$ cat src/rtl/out_byte_uart_tx.sv
// Buffers the CPU's out_byte/out_byte_en debug stream in a byte FIFO and sends it as an 8N1 UART line.
// Define OUT_BYTE_UART_TX_PARITY_EN to append an even-parity bit (8E1) between bit7 and the stop bit.
module out_byte_uart_tx #(
  parameter int CLK_HZ     = 27000000,
  parameter int BAUD       = 115200,
  parameter int FIFO_DEPTH = 16
) (
  input  logic       clk,
  input  logic       resetn,
  input  logic [7:0] out_byte,
  input  logic       out_byte_en,
  output logic       uart_tx,
  output logic       busy,
  output logic       fifo_full,
  output logic       overflow
);

  localparam int DIV = (CLK_HZ + BAUD / 2) / BAUD;
  localparam int CW  = (DIV < 2) ? 1 : $clog2(DIV);
  localparam int AW  = $clog2(FIFO_DEPTH);
  localparam logic [CW-1:0] CNT_LAST = CW'(DIV - 1);

  if (DIV < 2) begin : g_div_check
    $error("out_byte_uart_tx: CLK_HZ/BAUD gives DIV < 2");
  end

  typedef enum logic [2:0] {
    IDLE   = 3'd0,
    START  = 3'd1,
    DATA   = 3'd2,
`ifdef OUT_BYTE_UART_TX_PARITY_EN
    PARITY = 3'd4,
`endif
    STOP   = 3'd3
  } state_t;

  state_t        state;
  logic [CW-1:0] cnt;
  logic [2:0]    bit_idx;
  logic [7:0]    shreg;
`ifdef OUT_BYTE_UART_TX_PARITY_EN
  logic          parity_bit;
`endif

  logic [7:0]  mem [FIFO_DEPTH];
  logic [AW:0] wr_ptr, rd_ptr, wr_ptr_nxt, rd_ptr_nxt;
  logic        empty, full, pop, push;
  logic [7:0]  head;

  // Producer side is valid-only: out_byte is taken on any edge with out_byte_en=1 and there is
  // no ready; a strobe into a full FIFO is accepted only if the FSM pops in that same cycle.
  always_comb begin
    empty      = (wr_ptr == rd_ptr);
    full       = (wr_ptr[AW] != rd_ptr[AW]) && (wr_ptr[AW-1:0] == rd_ptr[AW-1:0]);
    pop        = (state == IDLE) && !empty;
    push       = out_byte_en && (!full || pop);
    wr_ptr_nxt = wr_ptr + {{AW{1'b0}}, push};
    rd_ptr_nxt = rd_ptr + {{AW{1'b0}}, pop};
    head       = mem[rd_ptr[AW-1:0]];
  end

  always_ff @(posedge clk) begin
    if (push) mem[wr_ptr[AW-1:0]] <= out_byte;
  end

  always_ff @(posedge clk or negedge resetn) begin
    if (!resetn) begin
      wr_ptr     <= '0;
      rd_ptr     <= '0;
      fifo_full  <= 1'b0;
      overflow   <= 1'b0;
      state      <= IDLE;
      cnt        <= '0;
      bit_idx    <= '0;
      shreg      <= '0;
      uart_tx    <= 1'b1;
      busy       <= 1'b0;
`ifdef OUT_BYTE_UART_TX_PARITY_EN
      parity_bit <= 1'b0;
`endif
    end else begin
      wr_ptr    <= wr_ptr_nxt;
      rd_ptr    <= rd_ptr_nxt;
      fifo_full <= (wr_ptr_nxt[AW] != rd_ptr_nxt[AW]) &&
                   (wr_ptr_nxt[AW-1:0] == rd_ptr_nxt[AW-1:0]);
      if (out_byte_en && full && !pop) overflow <= 1'b1;

      case (state)
        IDLE: begin
          if (pop) begin
            shreg   <= head;
            uart_tx <= 1'b0;
            cnt     <= '0;
            busy    <= 1'b1;
            state   <= START;
`ifdef OUT_BYTE_UART_TX_PARITY_EN
            parity_bit <= ^head;
`endif
          end else begin
            busy <= 1'b0;
          end
        end
        START: begin
          if (cnt == CNT_LAST) begin
            cnt     <= '0;
            bit_idx <= '0;
            uart_tx <= shreg[0];
            state   <= DATA;
          end else begin
            cnt <= cnt + CW'(1);
          end
        end
        DATA: begin
          if (cnt == CNT_LAST) begin
            cnt <= '0;
            if (bit_idx == 3'd7) begin
`ifdef OUT_BYTE_UART_TX_PARITY_EN
              uart_tx <= parity_bit;
              state   <= PARITY;
`else
              uart_tx <= 1'b1;
              state   <= STOP;
`endif
            end else begin
              shreg   <= {1'b0, shreg[7:1]};
              uart_tx <= shreg[1];
              bit_idx <= bit_idx + 3'd1;
            end
          end else begin
            cnt <= cnt + CW'(1);
          end
        end
`ifdef OUT_BYTE_UART_TX_PARITY_EN
        PARITY: begin
          if (cnt == CNT_LAST) begin
            cnt     <= '0;
            uart_tx <= 1'b1;
            state   <= STOP;
          end else begin
            cnt <= cnt + CW'(1);
          end
        end
`endif
        STOP: begin
          if (cnt == CNT_LAST) begin
            cnt   <= '0;
            state <= IDLE;
            // Stay busy across the idle cycle only if another byte is already waiting.
            busy  <= !empty;
          end else begin
            cnt <= cnt + CW'(1);
          end
        end
        default: state <= IDLE;
      endcase
    end
  end

endmodule
$ cat config.mk
export PLATFORM = sky130hd
export DESIGN_NAME = out_byte_uart_tx
export DESIGN_NICKNAME = d
export VERILOG_FILES = /design/src/rtl/out_byte_uart_tx.sv
export SDC_FILE = /design/constraint.sdc
export NUM_CORES = 1
export LEC_CHECK = 0
export ABC_CLOCK_PERIOD_IN_PS = 5000
export CORE_ASPECT_RATIO = 1.5
export CORE_MARGIN = 2
export CORE_UTILIZATION = 26
export DETAILED_ROUTE_END_ITERATION = 6
export GPL_ROUTABILITY_DRIVEN = 0
export PLACE_DENSITY = 0.45
export SLEW_MARGIN = 5
export SYNTH_ARGS = -nofsm -noshare
export SYNTH_HDL_FRONTEND = slang
export SYNTH_SLANG_ARGS = --single-unit
$ cat constraint.sdc
create_clock -name clk -period 5 [get_ports clk]
set_clock_uncertainty 0.15 [all_clocks]
set_input_delay 1 -clock clk [delete_from_list [all_inputs] [get_ports clk]]
set_output_delay 1 -clock clk [all_outputs]
set_load 0.05 [all_outputs]
Yosys cells after proc, flatten, opt, wreduce, memory -nomap -nowiden
Memories as Yosys holds them, arrays and structs flattened.
Cells that the tools add are included.
Widths: inputs -> output; s select.
- register bits after elaboration: 36
- memories: 1
- word-level logic and storage cells: 80
- output and inout bits: 4
- RAM bits: 128
- memories (name ; depth ; width ; read ports ; clocked after Yosys merged registers in ; wr ports ; line ; text):
    mem ; 16 ; 8 ; 1 ; 0 ; 1 ; 45 ; logic [7:0] mem [FIFO_DEPTH];
- equality and inequality tests: 16
- reduce and logical (&&, ||, !) cells: 23
- muxes and demuxes: 26
- add/sub/neg operators: 4
- operators with widths (cell ; count):
    $mux 8 ; 5
    $pmux 8 s2 ; 2
    $mux 3 ; 7
    $ne 2x2->1 const B ; 6
    $pmux 3 s4 ; 1
    $reduce_and 4->1 ; 3
    $add 5x1->5 ; 2
    $add 8x1->8 const B ; 1
    $eq 4x4->1 ; 2
    $eq 8x8->1 const B ; 1
    $mux 1 ; 8
    $reduce_bool 2->1 ; 4
    $eq 3x2->1 const B ; 2
    $logic_and 1x1->1 ; 6
    $pmux 3 s2 ; 1
    $eq 5x5->1 ; 1
    $reduce_and 5->1 ; 1
    $reduce_and 2->1 ; 2
    $add 3x1->3 const B ; 1
    $eq 3x1->1 const B ; 1
    $eq 3x3->1 const B ; 1
    $logic_not 1->1 ; 3
    $logic_not 3->1 ; 1
    $pmux 1 s3 ; 1
    5 further kinds ; 6

Depth between registers and ports, before layout
- depth in word-level cells: 8
- depth in mapped cells: 11

Least setup slack after synthesis
No wires, ideal clock.
- path type: reg-to-reg
- start: reg state[0]
- end: mem mem[4][0], enable pin
- buffers on the path: 1
- cell stages (with the launch flop): 8
- library setup time: 0.370 ns
- path slack: 2.455 ns
- data arrival time: 2.025 ns
- period minus slack after synthesis: 2.545 ns
- data required time: 4.480 ns
- cells stage by stage: dfrtp_1 > inv_1 > ha_1 > clkbuf_1 > nor2_1 > a21boi_4 > or3b_4 > nor2_1
- cells in the longest elaborated chain, start to end: 6
- ends and longest elaborated chain (what ; line ; text):
    start: declaration ; 37 ; state_t state;
    start signal: assignment ; 72 ; state <= IDLE;
    start signal: assignment ; 95 ; state <= START;
    start signal: assignment ; 108 ; state <= DATA;
    $logic_not 3->1 ; 55 ; pop = (state == IDLE) && !empty;
    $logic_and 1x1->1 ; 55 ;
    $logic_or 1x1->1 ; 56 ; push = out_byte_en && (!full || pop);
    $logic_and 1x1->1 ; 56 ;
    $mux 1 ; 63 ; if (push) mem[wr_ptr[AW-1:0]] <= out_byte;
    $mux 1 (not written as such) ; 63 ;
    end: declaration ; 45 ;
Every way passes these cells.

Worst setup path in the final report
- start: reg state[0]
- end: mem mem[1][2], enable pin
The elaborated chain is that of the path after synthesis.

==> qor.txt <==
IR drop worst, VDD = 0.000227 V
Initial detailed-routing violation count = 222
Min cycle time layout = 3.16 ns
Max cap viols = 0
Root buf cell = clkbuf_16
Global route total overflow = 0
Multi-input logic area = 0.00204 mm^2
Vias post-DR = 3627
Post-synth net total = 436
Final setup fails = 0
WHS = 0.324 ns
Post-CTS Setup Bufs = 0
Met2 wire length = 8210 um
CORE AREA = 0.0263 mm^2
HP Class = reg2reg
Die Span X = 137 um
Synth cell types = 55
Crit end category = flop
Pre-CTS setup slack = 1.45 ns
Crit Path Class = reg2reg
Post-synth ARST share = 21.5%
CTS tree = done
GRT Util Overall = 11.6%
1st-pass router iterations = 4
Longest Clk Path Bufs = 2
Num rows = 73
CP Launch Type = flop
Headroom to the max-slew limit = 13.7%
Dpl hpwl = 10300 um
Most used flip-flop cell after synthesis = edfxtp_1
Clk_lat worst skew = 0.42 ns
Post-route setup slack = 1.84 ns
Max Slew Vio Count = 0
Final wirelength = 15200 um
TritonCTS Sinks = 163
Synthesized area = 0.00691 mm^2
Leakage = 2.66 nW
Nets@finish = 453
Antenna violations before repair = 0
Metal-1 WL = 5970 um
Sequential cell area = 0.00472 mm^2
Drt drc = 0
Top layer in use = met4
Seq cells post-synth = 163
Die Y = 204 um
# fillers = 2601
Yosys warning count = 0
Post-synth EDFFs = 128
Unrepaired setup endpoints after global routing = false
Outcome = finished clean
Synth Instances = 411
Post-route ant nets = 0
Vias in the first global route = 3891
Mean routed wirelength per cell = 19.6 um
Syn-to-layout area delta = 15.1%
Port bufs = 14
Worst-path clk slew = 0.07 ns
Largest net degree at the start of global routing = 36
Tcrit/Tclk final = 63.2%
Initial core utilization = 26.3%
Worst-path maximum fanout = 10
Htree depth = 4
Layout cells sized above 1 = 18.8%
Seq/Total Area, Yosys = 68.3%
WP data arrival = 3.04 ns
Metal3 WL = 349 um
Post-Syn Area per Cell = 16.8 um^2
Flop-to-flop setup slack = 1.84 ns
Pwr dens = 592 mW/mm^2
Highest clock rate = 317 MHz
Final Hold Viols = 0
Least-Margin Pin Slew = 1.28 ns
Ports = 15
Critical Path RT = 4.88 ns
Post-CTS Resized = 0
Via density per instance = 4.66
CTS Hold Bufs = 0
Ant diodes = 0
TNS Setup = 0 ns
Die area = 0.0279 mm^2
Clock buffer count from CTS = 17
First-pass GRT wire length = 23400 um
-- cell usage after synthesis (all sizes together), types with 4 or more instances --
library cell | count | area share [%]
nand2 | 13 | 0.71
a22oi | 16 | 1.7
a21oi | 25 | 2.0
nor3 | 5 | 0.43
o21ai | 11 | 0.80
dfrtp | 34 | 12
inv | 5 | 0.27
a22o | 4 | 0.51
and3 | 4 | 0.36
mux4 | 32 | 11
mux2 | 5 | 0.87
ha | 14 | 2.5
nand3 | 8 | 0.58
and2 | 4 | 0.36
buf | 17 | 1.7
xnor2 | 13 | 1.6
nor2 | 29 | 1.6
edfxtp | 128 | 56
-- flip-flops by register name (all words and copies together) (netlist names) --
register / cells
mem: 128
wr_ptr: 5
overflow: 1
busy: 1
uart_tx: 1
bit_idx: 3
shreg: 8
fifo_full: 1
state: 2
rd_ptr: 5
cnt: 8
-- per-stage QoR --
stage | cells | total power, mW | utilization [%] | instance area [um^2]
after floorplan | 411 | 3.07 | - | 6910
after global placement | 746 | 3.46 | 28.0 | 7370
after detailed placement | 746 | 3.49 | 28.0 | 7370
after CTS | 778 | 4.78 | 30.2 | 7950
after global routing | 778 | 4.98 | 30.2 | 7950
final | 778 | 4.71 | 30.2 | 7950
-- cells in the final DEF (no fill, tap or decap), types with 2 or more instances in the layout --
cell type	count
a22oi_1	16
o31ai_1	3
a21oi_1	22
a21boi_0	2
dfrtp_1	33
inv_1	5
mux4_1	5
mux4_2	27
nand3_1	8
clkdlybuf4s50_1	13
nand4_1	3
a31o_2	2
nor3_1	4
nand2b_1	3
nor2b_1	2
xor2_1	3
a21oi_2	3
buf_4	4
xnor2_1	13
nor2_1	29
o21ai_0	11
ha_1	14
clkbuf_16	17
a31oi_1	2
edfxtp_1	128
and2_1	4
nand2_1	13
clkinv_2	2
a22o_1	4
clkinv_8	2
and3_1	4
inv_6	3
mux2_2	4
inv_8	7
nand3b_1	2
-- final timing paths --
| check | start | endpoint | cells after the start |
|---|---|---|---|
| min reg2reg | overflow | overflow | 1 |
| min | overflow | overflow | 1 |
| max | state[0] | mem[1][2] | 6 |
| max in group asynchronous | resetn | rd_ptr[0] | 1 |
| max reg2reg | state[0] | mem[1][2] | 6 |
| min in group asynchronous | resetn | cnt[0] | 1 |
-- where the power goes --
part / internal, mW / switching, mW / leakage, nW
Clock: 0.671 / 0.606 / 0.291
Combinational: 0.671 / 0.914 / 0.780
Sequential: 1.69 / 0.155 / 1.59
Total: 3.03 / 1.67 / 2.66
-- critical path, stage by stage (launching register included) --
cell,delay [ns]
dfrtp_1,0.43
inv_1,0.15
ha_1,0.39
nor2_1,0.16
a21boi_4,0.25
nand3b_1,0.21
nor3_1,1.02
-- area by class of cell --
cell class / instances / area share (%)
inverter: 5 / 0.236
timing repair buffer: 18 / 2.08
multi-input combinational: 223 / 25.7
tap: 337 / 5.30
clock inverter: 15 / 1.97
clock buffer: 17 / 5.35
sequential: 163 / 59.4
-- metal layers --
layer	up-vias	track usage, %
met5	-	0
met4	0	6.48
met3	25	2.61
met2	69	20.5
met1	1878	12.7
li1	1655	-
-- cells by family after synthesis --
group	share of synthesized area (%)
mux	11.7
buf+inv	2.10
simple gates	6.14
flops	68.3
compound gates	7.17
fa+ha+maj	2.53
xor+xnor	2.03
No activity file was read; power rests on OpenSTA's default activity.
